`config.mk`:
```
export PLATFORM = sky130hd
export DESIGN_NAME = led_chase_ctrl_flat
export DESIGN_NICKNAME = d
export VERILOG_FILES = /design/src/rtl/led_chase_ctrl_pkg.sv /design/src/rtl/led_chase_ctrl_if.sv /design/src/rtl/led_chase_ctrl_tick_gen.sv /design/src/rtl/led_chase_ctrl.sv /design/src/flat_wrapper.sv
export SDC_FILE = /design/constraint.sdc
export NUM_CORES = 1
export LEC_CHECK = 0
export CAP_MARGIN = 10
export CORE_MARGIN = 2
export CORE_UTILIZATION = 52
export DETAILED_ROUTE_END_ITERATION = 8
export GPL_TIMING_DRIVEN = 0
export PLACE_DENSITY = 0.76
export SYNTH_ARGS = -nofsm -noshare
export SYNTH_HDL_FRONTEND = slang
export SYNTH_SLANG_ARGS = --single-unit
```
`constraint.sdc`:
```
create_clock -name clk -period 2.3 [get_ports clk]
set_input_delay 0.46 -clock clk [delete_from_list [all_inputs] [get_ports clk]]
set_output_delay 0.46 -clock clk [all_outputs]
set_load 0.02 [all_outputs]
```
`src/rtl/led_chase_ctrl_pkg.sv`:
```
// Shared definitions for the LED chase sequencer: state encoding, bar
// geometry, mode/direction encodings and the one-hot position decoder.
package led_pkg;

    localparam int LED_COUNT = 16;
    localparam int POS_W     = 4;

    typedef enum logic [1:0] {
        IDLE = 2'd0,
        RUN  = 2'd1,
        HOLD = 2'd2
    } state_e;

    localparam logic MODE_WRAP   = 1'b0;
    localparam logic MODE_BOUNCE = 1'b1;

    localparam logic DIR_UP   = 1'b0;
    localparam logic DIR_DOWN = 1'b1;

    localparam logic [POS_W-1:0] POS_FIRST = POS_W'(0);
    localparam logic [POS_W-1:0] POS_LAST  = POS_W'(LED_COUNT - 1);
    localparam logic [POS_W-1:0] POS_ONE   = POS_W'(1);

    // One-hot image of a bar position.
    function automatic logic [LED_COUNT-1:0] onehot_f(input logic [POS_W-1:0] p);
        logic [LED_COUNT-1:0] v;
        v = {{(LED_COUNT-1){1'b0}}, 1'b1};
        return v << p;
    endfunction

endpackage

```
`src/rtl/led_chase_ctrl_if.sv`:
```
// Control/status bundle between the switch/button front end (master) and
// the LED chase sequencer (slave).
interface led_chase_if;
    import led_pkg::*;

    logic                 start;
    logic                 hold;
    logic                 mode;
    logic                 dir;
    logic [1:0]           speed;
    logic [LED_COUNT-1:0] led;
    logic [POS_W-1:0]     pos;
    logic                 step;

    modport master (
        output start, hold, mode, dir, speed,
        input  led, pos, step
    );

    modport slave (
        input  start, hold, mode, dir, speed,
        output led, pos, step
    );

endinterface

```
`src/rtl/led_chase_ctrl_tick_gen.sv`:
```
// Step prescaler: counts enabled cycles and flags the terminal count of a
// period of TICK_DIV >> speed clocks. The terminal test is ">=" so that a
// speed increase mid-count fires on the next edge instead of overflowing.
module led_tick_gen #(
    parameter int TICK_DIV = 25_000_000
) (
    input  logic       clk,
    input  logic       reset,
    input  logic       clr,
    input  logic       en,
    input  logic [1:0] speed,
    output logic       tick
);

    localparam int          CNT_W      = $clog2(TICK_DIV);
    localparam logic [31:0] TICK_DIV_U = 32'(TICK_DIV);

    logic [CNT_W-1:0] count_r;
    logic [31:0]      limit_s;
    logic [31:0]      term_s;
    logic             at_term_s;

    // Period limit for the selected speed and terminal-count detect.
    always_comb begin
        limit_s   = TICK_DIV_U >> speed;
        term_s    = limit_s - 32'd1;
        at_term_s = (32'(count_r) >= term_s);
        tick      = en & at_term_s;
    end

    // Prescaler count: cleared on request, frozen when not enabled.
    always_ff @(posedge clk or negedge reset) begin
        if (!reset) begin
            count_r <= {CNT_W{1'b0}};
        end else if (clr) begin
            count_r <= {CNT_W{1'b0}};
        end else if (en) begin
            if (at_term_s) begin
                count_r <= {CNT_W{1'b0}};
            end else begin
                count_r <= count_r + CNT_W'(1);
            end
        end else begin
            count_r <= count_r;
        end
    end

endmodule

```
`src/rtl/led_chase_ctrl.sv`:
```
// LED chase sequencer for the 16-LED bar: IDLE/RUN/HOLD control, lit
// position and direction registers, and registered LED decode.
// Optional build macro LED_CHASE_TRAIL_EN adds a previous-position register
// so the bar shows a two-LED trail (current | previous position).
module led_chase_ctrl
    import led_pkg::*;
#(
    parameter int TICK_DIV = 25_000_000
) (
    input  logic        clk,
    input  logic        reset,
    led_chase_if.slave  bus
);

    state_e               state_r;
    state_e               state_nxt_s;
    logic [POS_W-1:0]     pos_r;
    logic [POS_W-1:0]     pos_nxt_s;
    logic                 dir_r;
    logic                 dir_nxt_s;
    logic                 step_r;
    logic                 step_nxt_s;
    logic [LED_COUNT-1:0] led_r;
    logic [LED_COUNT-1:0] led_nxt_s;
    logic                 tick_s;
    logic                 tick_en_s;
    logic                 tick_clr_s;
`ifdef LED_CHASE_TRAIL_EN
    logic [POS_W-1:0]     prev_r;
    logic [POS_W-1:0]     prev_nxt_s;
`endif

    // Prescaler runs only while active and not held; dropping start (or
    // sitting in IDLE) restarts it from zero so a restart gets a full period.
    always_comb begin
        tick_en_s  = bus.start & ~bus.hold & (state_r != IDLE);
        tick_clr_s = (state_r == IDLE) | ~bus.start;
    end

    led_tick_gen #(
        .TICK_DIV (TICK_DIV)
    ) u_tick (
        .clk   (clk),
        .reset (reset),
        .clr   (tick_clr_s),
        .en    (tick_en_s),
        .speed (bus.speed),
        .tick  (tick_s)
    );

    // FSM state register.
    always_ff @(posedge clk or negedge reset) begin
        if (!reset) begin
            state_r <= IDLE;
        end else begin
            state_r <= state_nxt_s;
        end
    end

    // FSM next state: start low wins over everything, then hold.
    always_comb begin
        state_nxt_s = state_r;
        case (state_r)
            IDLE: begin
                if (bus.start) begin
                    state_nxt_s = RUN;
                end else begin
                    state_nxt_s = IDLE;
                end
            end
            RUN: begin
                if (!bus.start) begin
                    state_nxt_s = IDLE;
                end else if (bus.hold) begin
                    state_nxt_s = HOLD;
                end else begin
                    state_nxt_s = RUN;
                end
            end
            HOLD: begin
                if (!bus.start) begin
                    state_nxt_s = IDLE;
                end else if (!bus.hold) begin
                    state_nxt_s = RUN;
                end else begin
                    state_nxt_s = HOLD;
                end
            end
            default: begin
                state_nxt_s = IDLE;
            end
        endcase
    end

    // Next position/direction: cleared in IDLE, seeded on RUN entry, and
    // advanced on a prescaler tick in wrap or bounce fashion.
    always_comb begin
        pos_nxt_s  = pos_r;
        dir_nxt_s  = dir_r;
        step_nxt_s = 1'b0;
`ifdef LED_CHASE_TRAIL_EN
        prev_nxt_s = prev_r;
`endif
        if (state_nxt_s == IDLE) begin
            pos_nxt_s = POS_FIRST;
`ifdef LED_CHASE_TRAIL_EN
            prev_nxt_s = POS_FIRST;
`endif
        end else if (state_r == IDLE) begin
            pos_nxt_s = POS_FIRST;
            dir_nxt_s = bus.dir;
`ifdef LED_CHASE_TRAIL_EN
            prev_nxt_s = POS_FIRST;
`endif
        end else if (tick_s) begin
            step_nxt_s = 1'b1;
`ifdef LED_CHASE_TRAIL_EN
            prev_nxt_s = pos_r;
`endif
            if (bus.mode == MODE_WRAP) begin
                // Wrap: the direction switch is live at every step.
                dir_nxt_s = bus.dir;
                if (bus.dir == DIR_UP) begin
                    pos_nxt_s = pos_r + POS_ONE;
                end else begin
                    pos_nxt_s = pos_r - POS_ONE;
                end
            end else begin
                // Bounce: turn around at the ends without repeating them.
                if (dir_r == DIR_UP) begin
                    if (pos_r == POS_LAST) begin
                        pos_nxt_s = POS_LAST - POS_ONE;
                        dir_nxt_s = DIR_DOWN;
                    end else begin
                        pos_nxt_s = pos_r + POS_ONE;
                    end
                end else begin
                    if (pos_r == POS_FIRST) begin
                        pos_nxt_s = POS_ONE;
                        dir_nxt_s = DIR_UP;
                    end else begin
                        pos_nxt_s = pos_r - POS_ONE;
                    end
                end
            end
        end else begin
            pos_nxt_s = pos_r;
        end
    end

    // LED image of the next position (dark in IDLE).
    always_comb begin
        led_nxt_s = {LED_COUNT{1'b0}};
        if (state_nxt_s != IDLE) begin
`ifdef LED_CHASE_TRAIL_EN
            led_nxt_s = onehot_f(pos_nxt_s) | onehot_f(prev_nxt_s);
`else
            led_nxt_s = onehot_f(pos_nxt_s);
`endif
        end else begin
            led_nxt_s = {LED_COUNT{1'b0}};
        end
    end

    // Output and datapath registers.
    always_ff @(posedge clk or negedge reset) begin
        if (!reset) begin
            pos_r  <= POS_FIRST;
            dir_r  <= DIR_UP;
            step_r <= 1'b0;
            led_r  <= {LED_COUNT{1'b0}};
`ifdef LED_CHASE_TRAIL_EN
            prev_r <= POS_FIRST;
`endif
        end else begin
            pos_r  <= pos_nxt_s;
            dir_r  <= dir_nxt_s;
            step_r <= step_nxt_s;
            led_r  <= led_nxt_s;
`ifdef LED_CHASE_TRAIL_EN
            prev_r <= prev_nxt_s;
`endif
        end
    end

    assign bus.led  = led_r;
    assign bus.pos  = pos_r;
    assign bus.step = step_r;

endmodule

```
`src/flat_wrapper.sv`:
```
// flat-port wrapper written by rule: the top's interface ports become plain ports
module led_chase_ctrl_flat import led_pkg::*;
#(
    parameter int TICK_DIV = 25_000_000
)
  (clk, reset, bus_start, bus_hold, bus_mode, bus_dir, bus_speed, bus_led, bus_pos, bus_step);
  led_chase_if bus_i ();
  input  logic clk;
  input  logic reset;
  input wire logic [$bits(bus_i.start)-1:0] bus_start;
  input wire logic [$bits(bus_i.hold)-1:0] bus_hold;
  input wire logic [$bits(bus_i.mode)-1:0] bus_mode;
  input wire logic [$bits(bus_i.dir)-1:0] bus_dir;
  input wire logic [$bits(bus_i.speed)-1:0] bus_speed;
  output wire logic [$bits(bus_i.led)-1:0] bus_led;
  output wire logic [$bits(bus_i.pos)-1:0] bus_pos;
  output wire logic [$bits(bus_i.step)-1:0] bus_step;
  assign bus_i.start = bus_start;
  assign bus_i.hold = bus_hold;
  assign bus_i.mode = bus_mode;
  assign bus_i.dir = bus_dir;
  assign bus_i.speed = bus_speed;
  assign bus_led = bus_i.led;
  assign bus_pos = bus_i.pos;
  assign bus_step = bus_i.step;
  led_chase_ctrl #(.TICK_DIV(TICK_DIV)) u_core (.clk(clk), .reset(reset), .bus(bus_i));
endmodule
```
Word-level counts from Yosys, hierarchy flattened. Index checks and enable logic that the tools add are counted.

Register bits: 49. Input bits: 8. Output and inout port bits: 21. Word-level logic and storage cells: 57.

$add $sub $neg: 4. $lt $le $gt $ge: 1. Equal/unequal tests: 3. Shifts and indexed selects: 2. Multiplexer cells: 25. Bitwise gates (word level): 7. Reductions and logical operators: 9.

Operator list (number): $mux 25 (3); $ge 25x32->1 (1); $mux 4 (8); $shr 25x2->32 const A (1); $sub 32x1->32 const B (1); $add 25x1->25 const B (1); $mux 16 (1); $shl 1x4->16 const A (1); $mux 1 (10); $reduce_bool 2->1 (4); $add 4x1->4 const B (1); $eq 4x4->1 const B (1); $logic_not 2->1 (2); $logic_not 4->1 (1); $mux 2 (2); $pmux 2 s2 (1); $sub 4x1->4 const B (1); $and 1x1->1 (3); $not 1->1 (3); $eq 2x1->1 const B (1); $eq 2x2->1 const B (1); $reduce_and 2->1 (1); $reduce_or 2->1 (1); $or 1x1->1 (1).

Logic depth before layout (Yosys ltp).
Depth after elaboration: 9. Gate-level depth with buffers: 13. Mapped depth without buffers: 12.

By module. A second synthesis with hierarchy kept.

Cells, all modules: 352. Area total of the unflattened synthesis: 3236.9 sq um.

Modules (own cells, without submodules): led_tick_gen (times used 1, cells an instance 214, area each 1874.3 sq um, sequential area each 625.6 sq um); led_chase_ctrl (times used 1, cells an instance 138, area each 1362.6 sq um, sequential area each 600.6 sq um).

Least setup slack after synthesis. No wires, ideal clock.

Path type: input port to flip-flop. From: input bus_speed[0]. To: register u_core.u_tick.count_r[23]. Library setup time: 0.069 ns. Arrival: 2.785 ns. Data required time: 2.231 ns. Path slack: -0.553 ns. Cell stages on the path: 11. Cells stage by stage: inv_1 -> nand2_1 -> ha_1 -> ha_1 -> a211o_1 -> a221o_1 -> a221oi_2 -> o22ai_2 -> nand2b_4 -> or4_1 -> nand3_1.

Word-level cells in the longest chain between the ends: 6.

Ends and longest elaborated chain: from (decl) (RTL line flat_wrapper.sv:14) `input wire logic [$bits(bus_i.speed)-1:0] bus_speed;`; $shr 25x2->32 (RTL line led_chase_ctrl_tick_gen.sv:25) `limit_s = TICK_DIV_U >> speed;`; $sub 32x1->32 (RTL line led_chase_ctrl_tick_gen.sv:26) `term_s = limit_s - 32'd1;`; $ge 25x32->1 (RTL line led_chase_ctrl_tick_gen.sv:27) `at_term_s = (32'(count_r) >= term_s);`; $mux 25 (RTL line led_chase_ctrl_tick_gen.sv:38) `if (at_term_s) begin`; $mux 25 (RTL line led_chase_ctrl_tick_gen.sv:37) `end else if (en) begin`; $mux 25 (RTL line led_chase_ctrl_tick_gen.sv:35) `end else if (clr) begin`; to (signal assigned) (RTL line led_chase_ctrl_tick_gen.sv:34) `count_r <= {CNT_W{1'b0}};`; to (signal assigned) (RTL line led_chase_ctrl_tick_gen.sv:36) `count_r <= {CNT_W{1'b0}};`; to (signal assigned) (RTL line led_chase_ctrl_tick_gen.sv:39) `count_r <= {CNT_W{1'b0}};`; to (decl) (RTL line led_chase_ctrl_tick_gen.sv:18) `logic [CNT_W-1:0] count_r;`.

No other way between the ends. The select of a mux whose other input is x is not followed. A chain may end at the register's enable or synchronous reset.

Worst setup path after layout.
From: input bus_speed[0]. To: register u_core.u_tick.count_r[18].

Same word-level chain as after synthesis.

==> key figures <==
Run status
  • Run status: finished with violations
  • Failing checks: setup timing

Critical path
  • Launch point of the worst reg-to-reg path: u_core.u_tick.count_r[3]$_DFFE_PN0P_
  • Startpoint of the most critical setup path: bus_speed[0]
  • Delay of the slowest cell on the worst path: 0.37 ns
  • Length in cells of the worst reg-to-reg path: 9
  • Type of the worst setup path: in2reg
  • CP Capture Type: flip-flop
  • Capture point of the worst path: u_core.u_tick.count_r[18]$_DFFE_PN0P_
  • Critical-path cell list: buf_12, inv_12, nand2_4, ha_4, nand2_4, ha_4, and4b_1, a221o_1, a221oi_4, o22ai_4, nand2b_4, buf_6, or3_1, o21ai_1
  • Startpoint kind of the worst setup timing path: input port
  • Data arrival time at the worst-slack endpoint: 2.91 ns
  • R2r endpoint: u_core.u_tick.count_r[18]$_DFFE_PN0P_
  • Slowest cell on crit path: a221o_1
  • Crit Path Max Fanout: 8
  • Required time worst endpoint: 2.54 ns
  • Reg-to-reg setup timing slack: -0.34 ns

Detailed routing
  • Average wire length per cell after detail routing: 16.6 µm
  • Wire length reported by the detailed router: 8450 µm
  • Violation count after the first detailed-route iteration: roughly 190
  • DRT Pass-1 Iters: 4
  • Count of vias placed by the detailed router: ~3000
  • Count of antenna-violating nets left after detailed routing: 0
  • DRC violation count after routing: 0
  • Vias per cell: 5.97

CTS
  • Level count of the clock H-tree: 2
  • CTS hold repair buffers: 0
  • Reg clk slew, reported paths: 0.10 ns
  • TritonCTS buffer count: 5
  • Clock insertion delay at the later pin of the skew report: 0.32 ns
  • Deepest clock path buffer count: 2
  • TritonCTS clock tree: built
  • Buffer cell driving the clock tree root: clkbuf_8
  • Clock sink total: 49

GRT
  • Remaining global-route overflow: 0
  • Vias in the first global route: 2903
  • Pin count of the biggest net entering global routing: 29
  • First-pass GRT wire length: between 10000 and 15000 µm
  • Antenna violations before repair: 0
  • Global-route usage over all layers: 0.246

Hold path
  • Worst hold path type: in2async

Synthesis
  • Post-synthesis cell type with the largest combined area: dfrtp_1
  • Distinct cell type count after synthesis: 58
  • Portion of synthesized cell area occupied by the leading cell type: 0.376
  • Leading register cell type out of synthesis: dfrtp_1
  • Post-synth EDFFs: 0
  • Count of state elements after synthesis: 49
  • Sequential fraction of the synthesis area: 0.376
  • Post-synth ARST share: 1.00
  • Count of mapped cells out of synthesis: 374
  • Most instantiated cells after synthesis: 49 x dfrtp_1, 30 x nand2_1, 29 x nor3_1, 28 x o21ai_0, 27 x ha_1
  • Cell area after synthesis: 0.00326 mm²
  • Synth warn: 0
  • Post-synthesis average cell area: 8.71 µm²
  • Top cells by area, synth: dfrtp_1 38%, ha_1 10%, nor3_1 4.5%
  • Most common cell in the netlist: dfrtp_1

Floorplanning
  • IO Pins: 29
  • Core Region: 0.00599 mm²
  • Number of core rows: 28
  • Die span in x: 83.1 µm
  • Die boundary height: 83.1 µm
  • Starting density of the core: 0.544
  • Die Footprint: 0.00691 mm²

STA
  • RSZ-0062 raised after global routing: yes
  • Tightest Pin Transition: 0.966 ns
  • Hold slack final: 0.106 ns
  • Clock Skews: 0.00804 ns
  • Setup TNS: -13.90 ns
  • Minimum clock period after layout: 2.67 ns
  • Final Cycle Share: 1.16
  • Final Hold Vio Count: 0
  • Relative slew slack: 0.352
  • Crit path setup slack, layout: -0.367 ns
  • Final Slew Violations: 0
  • Final number of setup-violating endpoints: 47
  • Fmax: around 370 MHz

Final layout
  • Antenna Diode Count: 0
  • Layout Nets: approximately 470
  • Area growth syn-to-layout: 33.4%
  • Area of all placed cells without fillers: approximately 0.0043 mm²
  • Fraction of layout instances using a drive strength above 1: 0.242

Power
  • Pleak: about 1.9 nW
  • IR Drop Worst-Case VDD: 0.000332 V
  • PwrDens: just over 400 mW/mm²
  • Total power consumption of the routed design: 1.77 mW

Job
  • Reported max-cap violation count: 0

Placement
  • Count of input and output buffers: 27
  • Final GP Congestion: 0.861
  • HPWL after detailed placement: 5720 µm
  • Post-Place Cell Area: 0.00384 mm²
  • Setup WS pre-CTS: -1.59 ns
-- critical path: cells and delay by family --
kind	cells	cell delay, ns
AOI/OAI and AO/OA	4	0.89
buffers and inverters	3	0.34
and+or+nand+nor	5	0.85
adders and majority gates	2	0.36
-- cells in the final DEF, fill, tap and decap left out, types with 4 or more instances in the layout --
cell | netlist | routed
a21o_1 | 8 | 8
a21oi_1 | 23 | 20
a22o_1 | 5 | 5
and2_1 | 4 | 4
and3_1 | 6 | 6
buf_4 | 1 | 16
buf_6 | 3 | 10
clkbuf_1 | 12 | 8
clkbuf_8 | 0 | 5
clkdlybuf4s50_1 | 0 | 24
dfrtp_1 | 49 | 48
ha_1 | 27 | 23
ha_4 | 0 | 4
inv_1 | 25 | 23
mux2i_4 | 0 | 4
nand2_1 | 30 | 27
nand2b_1 | 5 | 5
nand3_1 | 14 | 13
nand4_1 | 4 | 4
nor2_1 | 26 | 24
nor2b_1 | 5 | 4
nor3_1 | 29 | 14
nor3_2 | 0 | 15
o21ai_0 | 28 | 11
o21ai_1 | 1 | 15
or3_1 | 8 | 8
-- sequential cells by signal, summed over array words and instances (netlist names) --
name                   flops
u_core.state_r             2
u_core.bus.led            16
u_core.u_tick.count_r     25
u_core.dir_r               1
u_core.bus.pos             4
u_core.bus.step            1
-- report_power, final --
group          switching, mW  internal, mW  leakage (nW)  total, mW
clock network          0.329         0.220        0.0447      0.549
logic                  0.203         0.129          1.17      0.332
registers            0.00917         0.875         0.678      0.884
-- layout make-up --
cell class,count,area (µm²)
Inverter,25,106
Fill cell,441,1650
Buffer,17,113
Tap cell,75,93.8
Clock buffer,5,68.8
Sequential cell,49,1230
Timing Repair Buffer,49,480
Clock inverter,3,25.0
Multi-Input combinational cell,285,2230
-- stage by stage --
step | util | std cells
after global routing | 0.725 | 508
after floorplan | - | 375
after global placement | 0.638 | 477
final | 0.725 | 508
after detailed placement | 0.641 | 478
after CTS | 0.704 | 503
-- worst min path at each step --
stage                                          from                                    to  slack [ns]
3_5_place_dp                                  reset              u_core.dir_r$_DFFE_PN0P_        0.47
5_1_grt                                       reset  u_core.u_tick.count_r[0]$_DFFE_PN0P_        0.14
6_report                                      reset              u_core.dir_r$_DFFE_PN0P_        0.11
3_3_place_gp   u_core.u_tick.count_r[1]$_DFFE_PN0P_  u_core.u_tick.count_r[1]$_DFFE_PN0P_        0.54
2_1_floorplan                                 reset           u_core.bus.led[0]$_DFF_PN0_        0.16
4_1_cts                                       reset              u_core.dir_r$_DFFE_PN0P_        0.13
-- cells by family (layout without fill, tap and decap cells) --
| logic type | count (synthesis) | after routing | synth area share |
|---|---|---|---|
| flops | 49 | 49 | 0.376 |
| mux | 9 | 9 | 0.0288 |
| simple gates | 160 | 161 | 0.264 |
| compound gates | 85 | 85 | 0.166 |
| fa+ha+maj | 27 | 27 | 0.104 |
| xor+xnor | 1 | 1 | 0.00269 |
| other cells | 1 | 2 | 0.00115 |
| buf+inv | 42 | 99 | 0.0569 |
-- what timing repair did --
item	4_1_cts	5_1_grt
gates resized for setup	48	27
endpoints found under the setup margin	47	47
buffers inserted	15	5
gates cloned	2	1
pin swaps	21	2
-- per-layer routing --
metal,vias to the layer above,part of all wire,global-route usage
li1,1469,-,-
met1,1467,0.42,0.310
met2,79,0.51,0.427
met3,18,0.045,0.0437
met4,0,0.025,0.0790
met5,-,0,0
(Power assumes the default switching activity.)
